**src/rtl/mnist_in_pkg.sv**
```systemverilog
// Shared definitions for the MNIST LogicNet input front end.
// Contents: frame geometry localparams and the binarizer FSM state type.
package mnist_in_pkg;

    localparam int unsigned NUM_PIXELS = 784;
    localparam int unsigned PIX_W      = 8;
    localparam int unsigned CNT_W      = 10;

    typedef enum logic {
        FILL = 1'b0,
        HOLD = 1'b1
    } state_t;

endpackage

```
**src/rtl/mnist_input_binarizer.sv**
```systemverilog
// MNIST input binarizer: thresholds a stream of 8-bit grayscale pixels and
// packs one bit per pixel into a single held frame vector for layer 0.
// Optional build macro: MNIST_FRAME_CHECK_EN (adds s_last / frame_err).
// Ports:
//   clk, rst       clock, synchronous active-high reset
//   thresh_i       binarization threshold, sampled on pixel 0 of each frame
//   s_valid/ready  pixel handshake, s_pixel unsigned pixel value
//   s_last         (frame check only) end-of-frame marker on pixel handshake
//   m_valid/ready  frame handshake to the layer-0 neuron bank
//   m_data         packed binarized frame, bit i = pixel i
//   frame_cnt      frames delivered, wraps modulo 2^16
//   frame_err      (frame check only) sticky framing error
module mnist_input_binarizer
    import mnist_in_pkg::*;
#(
    parameter logic [PIX_W-1:0] THRESH_RST = PIX_W'(128)
) (
    input  logic                  clk,
    input  logic                  rst,
    input  logic [PIX_W-1:0]      thresh_i,
    input  logic                  s_valid,
    output logic                  s_ready,
    input  logic [PIX_W-1:0]      s_pixel,
`ifdef MNIST_FRAME_CHECK_EN
    input  logic                  s_last,
    output logic                  frame_err,
`endif
    output logic                  m_valid,
    input  logic                  m_ready,
    output logic [NUM_PIXELS-1:0] m_data,
    output logic [15:0]           frame_cnt
);

    localparam logic [CNT_W-1:0] LAST_IDX = CNT_W'(NUM_PIXELS - 1);

    state_t           state;
    logic [CNT_W-1:0] pix_cnt;
    logic [PIX_W-1:0] thr_q;

    logic             accept;
    logic             first_pix;
    logic             last_pix;
    logic [PIX_W-1:0] thr;

    // Ready is a pure decode of the registered state.
    assign s_ready   = (state == FILL);
    assign accept    = s_valid & s_ready;
    assign first_pix = (pix_cnt == '0);
    assign last_pix  = (pix_cnt == LAST_IDX);
    // Pixel 0 uses the live threshold; the rest of the frame uses the latched copy.
    assign thr       = first_pix ? thresh_i : thr_q;

    // Frame fill / hold controller with compare-and-pack datapath.
    always_ff @(posedge clk) begin
        if (rst) begin
            state     <= FILL;
            pix_cnt   <= '0;
            m_valid   <= 1'b0;
            m_data    <= '0;
            frame_cnt <= '0;
            thr_q     <= THRESH_RST;
`ifdef MNIST_FRAME_CHECK_EN
            frame_err <= 1'b0;
`endif
        end else begin
            case (state)
                FILL: begin
                    if (accept) begin
                        if (first_pix) begin
                            thr_q <= thresh_i;
                        end
                        m_data[pix_cnt] <= (s_pixel >= thr);
`ifdef MNIST_FRAME_CHECK_EN
                        if (s_last && !last_pix) begin
                            // Early end marker: drop the partial frame.
                            frame_err <= 1'b1;
                            pix_cnt   <= '0;
                        end else if (last_pix) begin
                            if (!s_last) begin
                                frame_err <= 1'b1;
                            end
                            pix_cnt <= '0;
                            state   <= HOLD;
                            m_valid <= 1'b1;
                        end else begin
                            pix_cnt <= pix_cnt + CNT_W'(1);
                        end
`else
                        if (last_pix) begin
                            pix_cnt <= '0;
                            state   <= HOLD;
                            m_valid <= 1'b1;
                        end else begin
                            pix_cnt <= pix_cnt + CNT_W'(1);
                        end
`endif
                    end
                end
                HOLD: begin
                    if (m_ready) begin
                        state     <= FILL;
                        m_valid   <= 1'b0;
                        frame_cnt <= frame_cnt + 16'd1;
                    end
                end
                default: begin
                    state   <= FILL;
                    m_valid <= 1'b0;
                end
            endcase
        end
    end

endmodule

```
**config.mk**
```make
export PLATFORM = sky130hd
export DESIGN_NAME = mnist_input_binarizer
export DESIGN_NICKNAME = d
export VERILOG_FILES = /design/src/rtl/mnist_in_pkg.sv /design/src/rtl/mnist_input_binarizer.sv
export SDC_FILE = /design/constraint.sdc
export NUM_CORES = 1
export LEC_CHECK = 0
export CAP_MARGIN = 20
export CORE_AREA = 2 2 319 321
export DETAILED_ROUTE_END_ITERATION = 10
export DIE_AREA = 0 0 321 323
export DONT_BUFFER_PORTS = 1
export PLACE_DENSITY = 0.44
export REMOVE_ABC_BUFFERS = 1
export SLEW_MARGIN = 20
export SYNTH_ARGS = -nofsm -noshare
export SYNTH_HDL_FRONTEND = slang
export SYNTH_SLANG_ARGS = --single-unit
export TNS_END_PERCENT = 20
```
**constraint.sdc**
```tcl
create_clock -name clk -period 7.8 [get_ports clk]
set_input_delay 0.78 -clock clk [delete_from_list [all_inputs] [get_ports clk]]
set_output_delay 0.78 -clock clk [all_outputs]
set_load 0.02 [all_outputs]
```
==> impl_metrics.ini <==
[run_status]
status = complete, but fails checks
failed_checks = slew limit

[detailed_routing]
drt_pass1_iterations = 5
via_per_inst = 6.23
drt_iter0_markers = 2776
vias = 26200
drc = 0
wl_per_cell_um = 29.9
wl_um = 125000
ant_nets = 0

[logic_synthesis]
syn_avg_cell_area_um2 = 9.99
synth.yosys.seq_area_share_pct = 52.1
synthFlopType = dfxtp_1
yosys.cell_types.count = 49
yosys_warnings = 0
async_flop_share_pct = 0
synth_area_um2 = 31500
synth_edf_count = 0
synth_seq_cells = 820
syn_inst = 3152

[critical_path]
slowest_stage = or3_1
worstSetupPathType = reg -> reg
r2r_setup_slack_ns = 2.39
startpoint = pix_cnt[6]
crit_path_max_fanout = 210
critPathCaptureType = flip-flop
path_buf_inv = 1
r2r-end = m_data[134]
crit_family = simple AND/OR/NAND/NOR gates
r2r_start = pix_cnt[6]
critical-path-max-stage-delay_ns = 0.72
crit_chain = or3_1 > nor2_8 > nand2_2 > mux2_2 > ha_1 > nand2b_1 > a2111oi_0 > o31a_2 > buf_12 > a311oi_1
crit_arrival_ns = 5.72
worstRegToRegCells = 10
cp.required_ns = 8.11
startpoint_type = flip-flop

[power]
peakVddDrop_mv = 0.136
p_leak_nw = 9.59
power_density_nw_per_um2 = 259

[min_path]
holdPathStages = 1
hp-class = in -> reg
min_from = rst
holdPathEnd = m_data[604]

[placement]
hpwl_um = 74100
place_area_um2 = 31600
place_congestion = 0.777
dp.cells = 4043
port_buffers = 0
post-place-ws_ns = 2.68

[die]
fp-row-count = 117
die_area_um2 = 104000
fp.dieW_um = 321
ios = 822
initial_core_util_pct = 31.3
chipHeight_um = 323
core-area_um2 = 101000

[layout]
syn2layout_area_growth_pct = 9.33
layout-drive-gt1-share_pct = 9.25
nets = 2860
fillers = 10200
seq_area_um2 = 16400
final_area_um2 = 34400
multiInputGateArea_um2 = 12900
fin_cells = 4199

[clocking]
htreeDepth = 3
tritoncts = built
postCtsSetupRepairBufs = 0
cts_buffer_depth = 3
insertion_delay_ns = 0.66
holdBufCountCts = 0
cts_buffers = 91
cts_resized = 0
clock_sinks = 820
clk_pin_slew_ns = 0.06
cts_root_buf = clkbuf_16

[sta]
worst_slack_ns = 2.39
setup_viol = 0
holdWs_ns = 0.205
hold_viol_final = 0
relSlewSlack_pct = -222
finClkSkew_ns = 0.0227
worstMarginPinSlew_ns = 4.82
final.period_utilization_pct = 69.4
fmax_mhz = 185
fin_crit_ns = 5.41
slew_violations = 600
rsz0062_at_grt = no

[global_route]
grtUsageTotal_pct = 22.5
overflow = 0
grt_pass1_vias = 23200
grt_first_pass_wirelength_um = 175000
grt_start_max_net_pins = 813
antenna_found_initial = 1

[run]
drv_cap = 0
power breakdown:
group	internal (W)	total (W)	switching (W)
registers	0.00419	0.00420	0.00000668
logic	0.0000795	0.000493	0.000414
clock network	0.00249	0.00423	0.00174
cell families after synthesis:
kind of cell / count (synthesis) / synth area share [%]
DFF: 820 / 52.1
AOI/OAI and AO/OA: 1596 / 34.8
muxes: 8 / 0.258
and+or+nand+nor: 199 / 4.46
xor gates and xnor gates: 19 / 0.528
adders and majority gates: 13 / 0.516
buffers and inverters: 497 / 7.28
registers in the layout, summed over array words and instances (netlist names):
register and count:
pix_cnt 10, state 1, m_valid 1, thr_q 8, m_data 784, frame_cnt 16
layer usage:
layer | GRT usage (%) | vias up | share of wire (%)
li1 | - | 11900 | -
met1 | 27.7 | 12700 | 40
met2 | 35.4 | 1350 | 46
met3 | 8.78 | 200 | 11
met4 | 8.90 | 0 | 3.6
met5 | 0 | - | 0
worst max-delay path by stage:
stage	endpoint	slack [ns]	depth (start not counted)
floorplan	m_data[704]	-10.46	9
global placement	m_data[276]	2.63	10
detailed placement	m_data[598]	2.68	10
CTS	m_data[246]	2.66	10
global route	m_data[573]	2.35	10
finish	m_data[134]	2.39	10
cell type report:
| type | instances | area share (%) |
|---|---|---|
| Antenna cell | 2 | 0.0145 |
| Clock buffer | 133 | 7.54 |
| Clock inverter | 21 | 0.781 |
| Inverter | 6 | 0.0654 |
| Multi-Input combinational cell | 1835 | 37.5 |
| Sequential cell | 820 | 47.7 |
| Tap cell | 1309 | 4.76 |
| Timing Repair Buffer | 73 | 1.66 |
worst register-to-register path, delay by kind of cell (launching register included):
family,cells,cell delay (ns)
adders and majority gates,1,0.26
buffers and inverters,1,0.54
muxes,1,0.36
and+or+nand+nor,4,1.64
DFF,1,0.46
AOI/OAI and AO/OA,3,1.81
cells in the final DEF (no fill, tap or decap), types with 7 or more instances in the layout:
cell	count
ha_1	13
xnor2_1	11
a311oi_1	782
nor3_4	27
a21oi_1	800
nor3_1	7
xor2_1	8
nand2b_1	9
clkinv_2	11
buf_4	71
nor2_1	47
clkbuf_8	12
nand4_1	7
nand2_1	24
nand3_1	17
clkbuf_16	93
mux2i_1	7
clkbuf_1	28
dfxtp_1	820
nor2_4	22
synth_stat cells, drive strengths merged, types with 7 or more instances:
cell | n | share of area, %
a21oi | 800 | 13
a311oi | 784 | 22
buf | 270 | 4.6
clkbuf | 221 | 2.6
dfxtp | 820 | 52
ha | 13 | 0.52
mux2i | 7 | 0.22
nand2 | 26 | 0.33
nand2b | 10 | 0.20
nand3 | 17 | 0.27
nand4 | 7 | 0.14
nor2 | 75 | 1.4
nor3 | 38 | 1.5
xnor2 | 11 | 0.31
xor2 | 8 | 0.22
stage by stage:
step | total power [W] | setup TNS [ns] | utilization [%]
6_report | 0.00892 | 0 | 34.2
3_5_place_dp | 0.00478 | 0 | 31.3
5_1_grt | 0.00924 | 0 | 34.2
3_3_place_gp | 0.00477 | 0 | 31.3
2_1_floorplan | 0.00463 | -7940.85 | -
4_1_cts | 0.00902 | 0 | 34.2
(Power assumes the default switching activity.)
